===== src/rtl/btn_bounce_gen.sv =====
// Bouncy-pushbutton emitter: each accepted start produces a pseudo-random press bounce,
// a stable hold, a release bounce and a quiet gap on btn_out, then pulses done.
module btn_bounce_gen #(
  parameter int unsigned BOUNCE_EDGES = 8,
  parameter int unsigned MIN_GLITCH   = 2,
  parameter int unsigned GLITCH_LOG2  = 4,
  parameter int unsigned HOLD_CYCLES  = 300,
  parameter int unsigned RELEASE_GAP  = 150,
  parameter logic [15:0] LFSR_SEED    = 16'hACE1
) (
  input  logic       sysclk,
  input  logic       reset,
  input  logic       start,
  output logic       ready,
  output logic       busy,
  output logic       btn_out,
  output logic       done,
  output logic [3:0] press_count
);

  localparam int unsigned RAND_MAX = MIN_GLITCH + (2 ** GLITCH_LOG2) - 1;
  localparam int unsigned HG_MAX   = (HOLD_CYCLES > RELEASE_GAP) ? HOLD_CYCLES : RELEASE_GAP;
  localparam int unsigned MAX_LEN  = (HG_MAX > RAND_MAX) ? HG_MAX : RAND_MAX;
  localparam int unsigned CW       = $clog2(MAX_LEN + 1);
  localparam int unsigned HW       = $clog2(BOUNCE_EDGES + 1);
  localparam logic [15:0] SEED      = (LFSR_SEED == 16'h0000) ? 16'h0001 : LFSR_SEED;
  localparam logic [15:0] LFSR_MASK = 16'hB400;
  localparam logic [HW-1:0] HI_LAST   = HW'(BOUNCE_EDGES);
  localparam logic [HW-1:0] HI_GLITCH = HW'(BOUNCE_EDGES - 1);

  typedef enum logic [1:0] {IDLE, PRESS, RELEASE} state_t;
  typedef enum logic [1:0] {LEN_RAND, LEN_HOLD, LEN_GAP} len_sel_t;

  state_t        state, state_nx;
  len_sel_t      len_sel;
  logic [CW-1:0] cnt, len_m1;
  logic [HW-1:0] hi_cnt, hi_nx;
  logic [15:0]   lfsr, lfsr_nx;
  logic          seg_end, load, load_lvl, fin;

  assign seg_end = (cnt == '0);

  // State register
  always_ff @(posedge sysclk or negedge reset) begin
    if (!reset) state <= IDLE;
    else        state <= state_nx;
  end

  // Next-state logic; hi_cnt counts high segments in PRESS, glitch highs in RELEASE
  always_comb begin
    state_nx = state;
    case (state)
      IDLE:    if (start) state_nx = PRESS;
      PRESS:   if (seg_end && btn_out && (hi_cnt == HI_LAST)) state_nx = RELEASE;
      RELEASE: if (seg_end && !btn_out && (hi_cnt == HI_GLITCH)) state_nx = IDLE;
      default: state_nx = IDLE;
    endcase
  end

  // Output / segment-load control
  always_comb begin
    ready    = (state == IDLE);
    busy     = ~ready;
    load     = 1'b0;
    load_lvl = 1'b0;
    fin      = 1'b0;
    hi_nx    = hi_cnt;
    len_sel  = LEN_RAND;
    case (state)
      IDLE: begin
        if (start) begin
          load     = 1'b1;
          load_lvl = 1'b1;
          hi_nx    = HW'(1);
          len_sel  = (hi_nx == HI_LAST) ? LEN_HOLD : LEN_RAND;
        end
      end
      PRESS: begin
        if (seg_end) begin
          load = 1'b1;
          if (btn_out) begin
            load_lvl = 1'b0;
            if (hi_cnt == HI_LAST) begin
              hi_nx   = '0;
              len_sel = (hi_nx == HI_GLITCH) ? LEN_GAP : LEN_RAND;
            end
          end else begin
            load_lvl = 1'b1;
            hi_nx    = hi_cnt + HW'(1);
            len_sel  = (hi_nx == HI_LAST) ? LEN_HOLD : LEN_RAND;
          end
        end
      end
      RELEASE: begin
        if (seg_end) begin
          if (!btn_out) begin
            if (hi_cnt == HI_GLITCH) begin
              fin = 1'b1;
            end else begin
              load     = 1'b1;
              load_lvl = 1'b1;
              hi_nx    = hi_cnt + HW'(1);
            end
          end else begin
            load     = 1'b1;
            load_lvl = 1'b0;
            len_sel  = (hi_cnt == HI_GLITCH) ? LEN_GAP : LEN_RAND;
          end
        end
      end
      default: ;
    endcase
  end

  // Segment length minus one, taken from the lfsr value current at load time
  always_comb begin
    case (len_sel)
      LEN_HOLD: len_m1 = CW'(HOLD_CYCLES - 1);
      LEN_GAP:  len_m1 = CW'(RELEASE_GAP - 1);
      default:  len_m1 = CW'(MIN_GLITCH - 1) + CW'(lfsr[GLITCH_LOG2-1:0]);
    endcase
  end

  assign lfsr_nx = lfsr[0] ? ((lfsr >> 1) ^ LFSR_MASK) : (lfsr >> 1);

  // Datapath: segment countdown, level, lfsr, completion bookkeeping
  always_ff @(posedge sysclk or negedge reset) begin
    if (!reset) begin
      btn_out     <= 1'b0;
      done        <= 1'b0;
      press_count <= 4'd0;
      lfsr        <= SEED;
      cnt         <= '0;
      hi_cnt      <= '0;
    end else begin
      done <= fin;
      if (fin) begin
        press_count <= press_count + 4'd1;
        btn_out     <= 1'b0;
        hi_cnt      <= '0;
      end else if (load) begin
        btn_out <= load_lvl;
        cnt     <= len_m1;
        lfsr    <= lfsr_nx;
        hi_cnt  <= hi_nx;
      end else if (!seg_end) begin
        cnt <= cnt - CW'(1);
      end
    end
  end

endmodule


===== config.mk =====
export PLATFORM = sky130hd
export DESIGN_NAME = btn_bounce_gen
export DESIGN_NICKNAME = d
export VERILOG_FILES = /design/src/rtl/btn_bounce_gen.sv
export SDC_FILE = /design/constraint.sdc
export NUM_CORES = 1
export LEC_CHECK = 0
export ABC_AREA = 0
export CAP_MARGIN = 10
export CORE_UTILIZATION = 50
export CTS_CLUSTER_DIAMETER = 80
export DETAILED_ROUTE_END_ITERATION = 12
export GPL_ROUTABILITY_DRIVEN = 0
export PLACE_DENSITY = 0.79
export SLEW_MARGIN = 10
export SYNTH_ARGS = -nofsm -noshare
export SYNTH_HDL_FRONTEND = slang
export SYNTH_SLANG_ARGS = --single-unit
export TNS_END_PERCENT = 10

===== constraint.sdc =====
create_clock -name sysclk -period 3.5 [get_ports sysclk]
set_clock_uncertainty 0.05 [all_clocks]
set_input_delay 0.7 -clock sysclk [delete_from_list [all_inputs] [get_ports sysclk]]
set_output_delay 0.7 -clock sysclk [all_outputs]
set_load 0.005 [all_outputs]

==> flow_summary.toml <==
[synth]
yosysSeqAreaShare_pct = 42.7
synth_area_mm2 = 0.00219
syn_inst = 207
syn_nets = 223
synth_enable_flop_cells = 0
synth_area_leader_cell = "dfrtp_1"
synthFlopType = "dfrtp_1"
synth_area_leaders = "dfrtp_1, dfstp_2, ha_1"
async_flop_share_pct = 100
ys_ff_latch = 37
synth_area_per_cell_um2 = 10.6
ys_warn_count = 0
netlist.area_leader.share_pct = 33.1
synth.distinct_cells = 56

[clocking]
htree_levels = 2
cts_tree = "yes"
cts_resized = 0
cts_setup_buffers = 0
clockRootBuffer = "clkbuf_8"
cts.path.max_buffers = 2
cts-buffers-inserted = 5
clkTransAtPathRegs_ns = 0.07
hold_buffers = 0
cts.sinks = 37
clk-insertion-delay-late_ns = 0.29

[placed_design]
dp.cells = 260
dp_hpwl_mm = 2.97
place_ws_ns = 0.645
io_buffer_count = 10

[worst_setup_path]
path_class = "flop to flop"
crit_path_top_delay_cell = "or4b_4"
critPathMaxStageDelay_ns = 0.49
worst-path-buf-inv = 1
cpMostUsedCell = "ha_1"
critPathLaunchType = "flop"
worstPathArrival_ns = 2.97
required_ns = 3.59
crit_fanout = 8
crit_chain = "inv_1 > ha_1 > or4b_4 > nor2_1 > nand4_1 > or2_2 > ha_1 > nand2_1 > a211o_1 > o31ai_1 > a31oi_1"
crit_family = "simple AND/OR/NAND/NOR gates"
endpoint_kind = "flop"

[pwr]
p_per_area_mw_per_mm2 = 830
swShare_pct = 39.8
power_frac_clock_pct = 14.6
p_sw_mw = 0.795
p_seq_share_pct = 39.3
vdd_drop_max_v = 0.000499
combinationalPowerShare_pct = 46.1
leakage_nw = 1.03
power.internal_mw = 1.20

[run]
max_cap_violations = 0

[sta]
fin_crit_sh_pct = 82.3
grt_setup_unrepaired = "false"
tightest_slew_ns = 0.807
drv_slew = 0
max_slew_margin_pct = 46.2
setup_viol = 0
timing.hold.ws_ns = 0.427
fin_ws_ns = 0.621
hold_viol = 0
period_minus_slack_ns = 2.88
fmax_ghz = 0.347
tns_ns = 0

[drt]
drc_errors = 0
num_vias = 1582
drtIter0Drc = 85
vias_per_cell = 5.90
drt-pass1-iter-count = 4
wl_per_cell_um = 15.0
drtAntennaViolNets = 0
routed_wl_mm = 4.03

[floorplan]
start_util_pct = 53.3
core_mm2 = 0.00412
die_h_um = 68.2
die_x_um = 68.2
ioPinCount = 11
die-area_mm2 = 0.00465
rows = 23

[outcome]
outcome = "completed"

[grt]
grt_first_pass_wirelength_mm = 7.02
grt_start_max_net_pins = 38
antenna_found_initial = 0
gr-usage-all-layers_pct = 21.1
overflow = 0
grt_pass1_vias = 1482

[worst_hold_path]
hold_path_class = "flop to flop"

[layout]
most-common-layout-cells = "dfrtp_1, nor2_1, ha_1, a21oi_1, nand2_1"
fin_cells = 268
antenna_cells = 0
layout-drive-gt1-share_pct = 16.5
nNetsFinal = 233
final_util_pct = 58.5
final_common_cell = "dfrtp_1"
syn_to_final_growth_pct = 9.76
power groups by stage:
stage	logic, mW	registers [mW]	clock network (mW)
after floorplan	0.763	0.728	0
after global placement	0.895	0.785	0
after detailed placement	0.918	0.793	0
after CTS	0.926	0.785	0.301
after global routing	1.03	0.811	0.316
final	0.921	0.784	0.291
logic make-up (layout without fill, tap and decap cells):
group                      Yosys count  count (layout)  synth area share [%]
DFF                                 37              37                  42.7
and+or+nand+nor                     58              58                  15.4
adders and majority gates           13              13                  7.42
AOI/OAI and AO/OA                   49              49                  15.9
xor gates and xnor gates            13              13                  5.19
buffers and inverters               18              29                  3.65
muxes                               19              19                  9.76
through the flow:
| stage | area [um2] | power (mW) |
|---|---|---|
| 2_1_floorplan | 2190 | 1.49 |
| 3_3_place_gp | 2320 | 1.68 |
| 3_5_place_dp | 2320 | 1.71 |
| 4_1_cts | 2410 | 2.01 |
| 5_1_grt | 2410 | 2.16 |
| 6_report | 2410 | 2.00 |
synthesized netlist by cell type, types with 2 or more instances:
cell type and number:
o211ai_1 5, nor2_1 13, nand2b_1 4, nor2b_1 2, ha_1 13, or3_1 2, mux2_2 5, o21ai_1 2
clkbuf_1 5, o22ai_1 2, mux2i_1 3, nor3_1 3, xor2_1 7, a21oi_1 12, dfstp_2 8, o21ai_0 9
dfrtp_1 29, or2_2 2, nand3_1 3, mux2_1 10, nand2_1 12, and2_1 2, o2bb2ai_1 3, nand4_1 3
xnor2_1 6, or3b_2 2, o31ai_1 3, inv_1 9
flip-flops by register name, indices dropped and copies added (netlist names):
register and cells:
press_count 4, state 2, hi_cnt 4, btn_out 1
cnt 9, lfsr 16, done 1
cell type report:
type | instances | area, um2
clock buffer | 6 | 72.6
multi-input combinational | 152 | 1180
clock inverter | 2 | 15.0
fill | 360 | 1710
inverter | 9 | 33.8
timing repair buffer | 12 | 110
sequential | 37 | 936
tap | 50 | 62.6
worst paths after layout:
check,startpoint,slack [ns],end,cells past startpoint
min reg2reg,press_count[3],0.43,press_count[3],1
max in group asynchronous,reset,2.45,cnt[0],1
max reg2reg,cnt[0],0.62,cnt[0],11
max,cnt[0],0.62,cnt[0],11
min,press_count[3],0.43,press_count[3],1
min in group asynchronous,reset,0.45,state[0],1
per-layer routing:
layer | vias up | GRT usage (%) | share of wire (%)
met3 | 6 | 4.67 | 4.1
met1 | 771 | 28.5 | 48
met5 | - | 0 | 0
li1 | 770 | - | -
met4 | 0 | 7.55 | 1.4
met2 | 35 | 33.0 | 47
(Power assumes the default switching activity.)
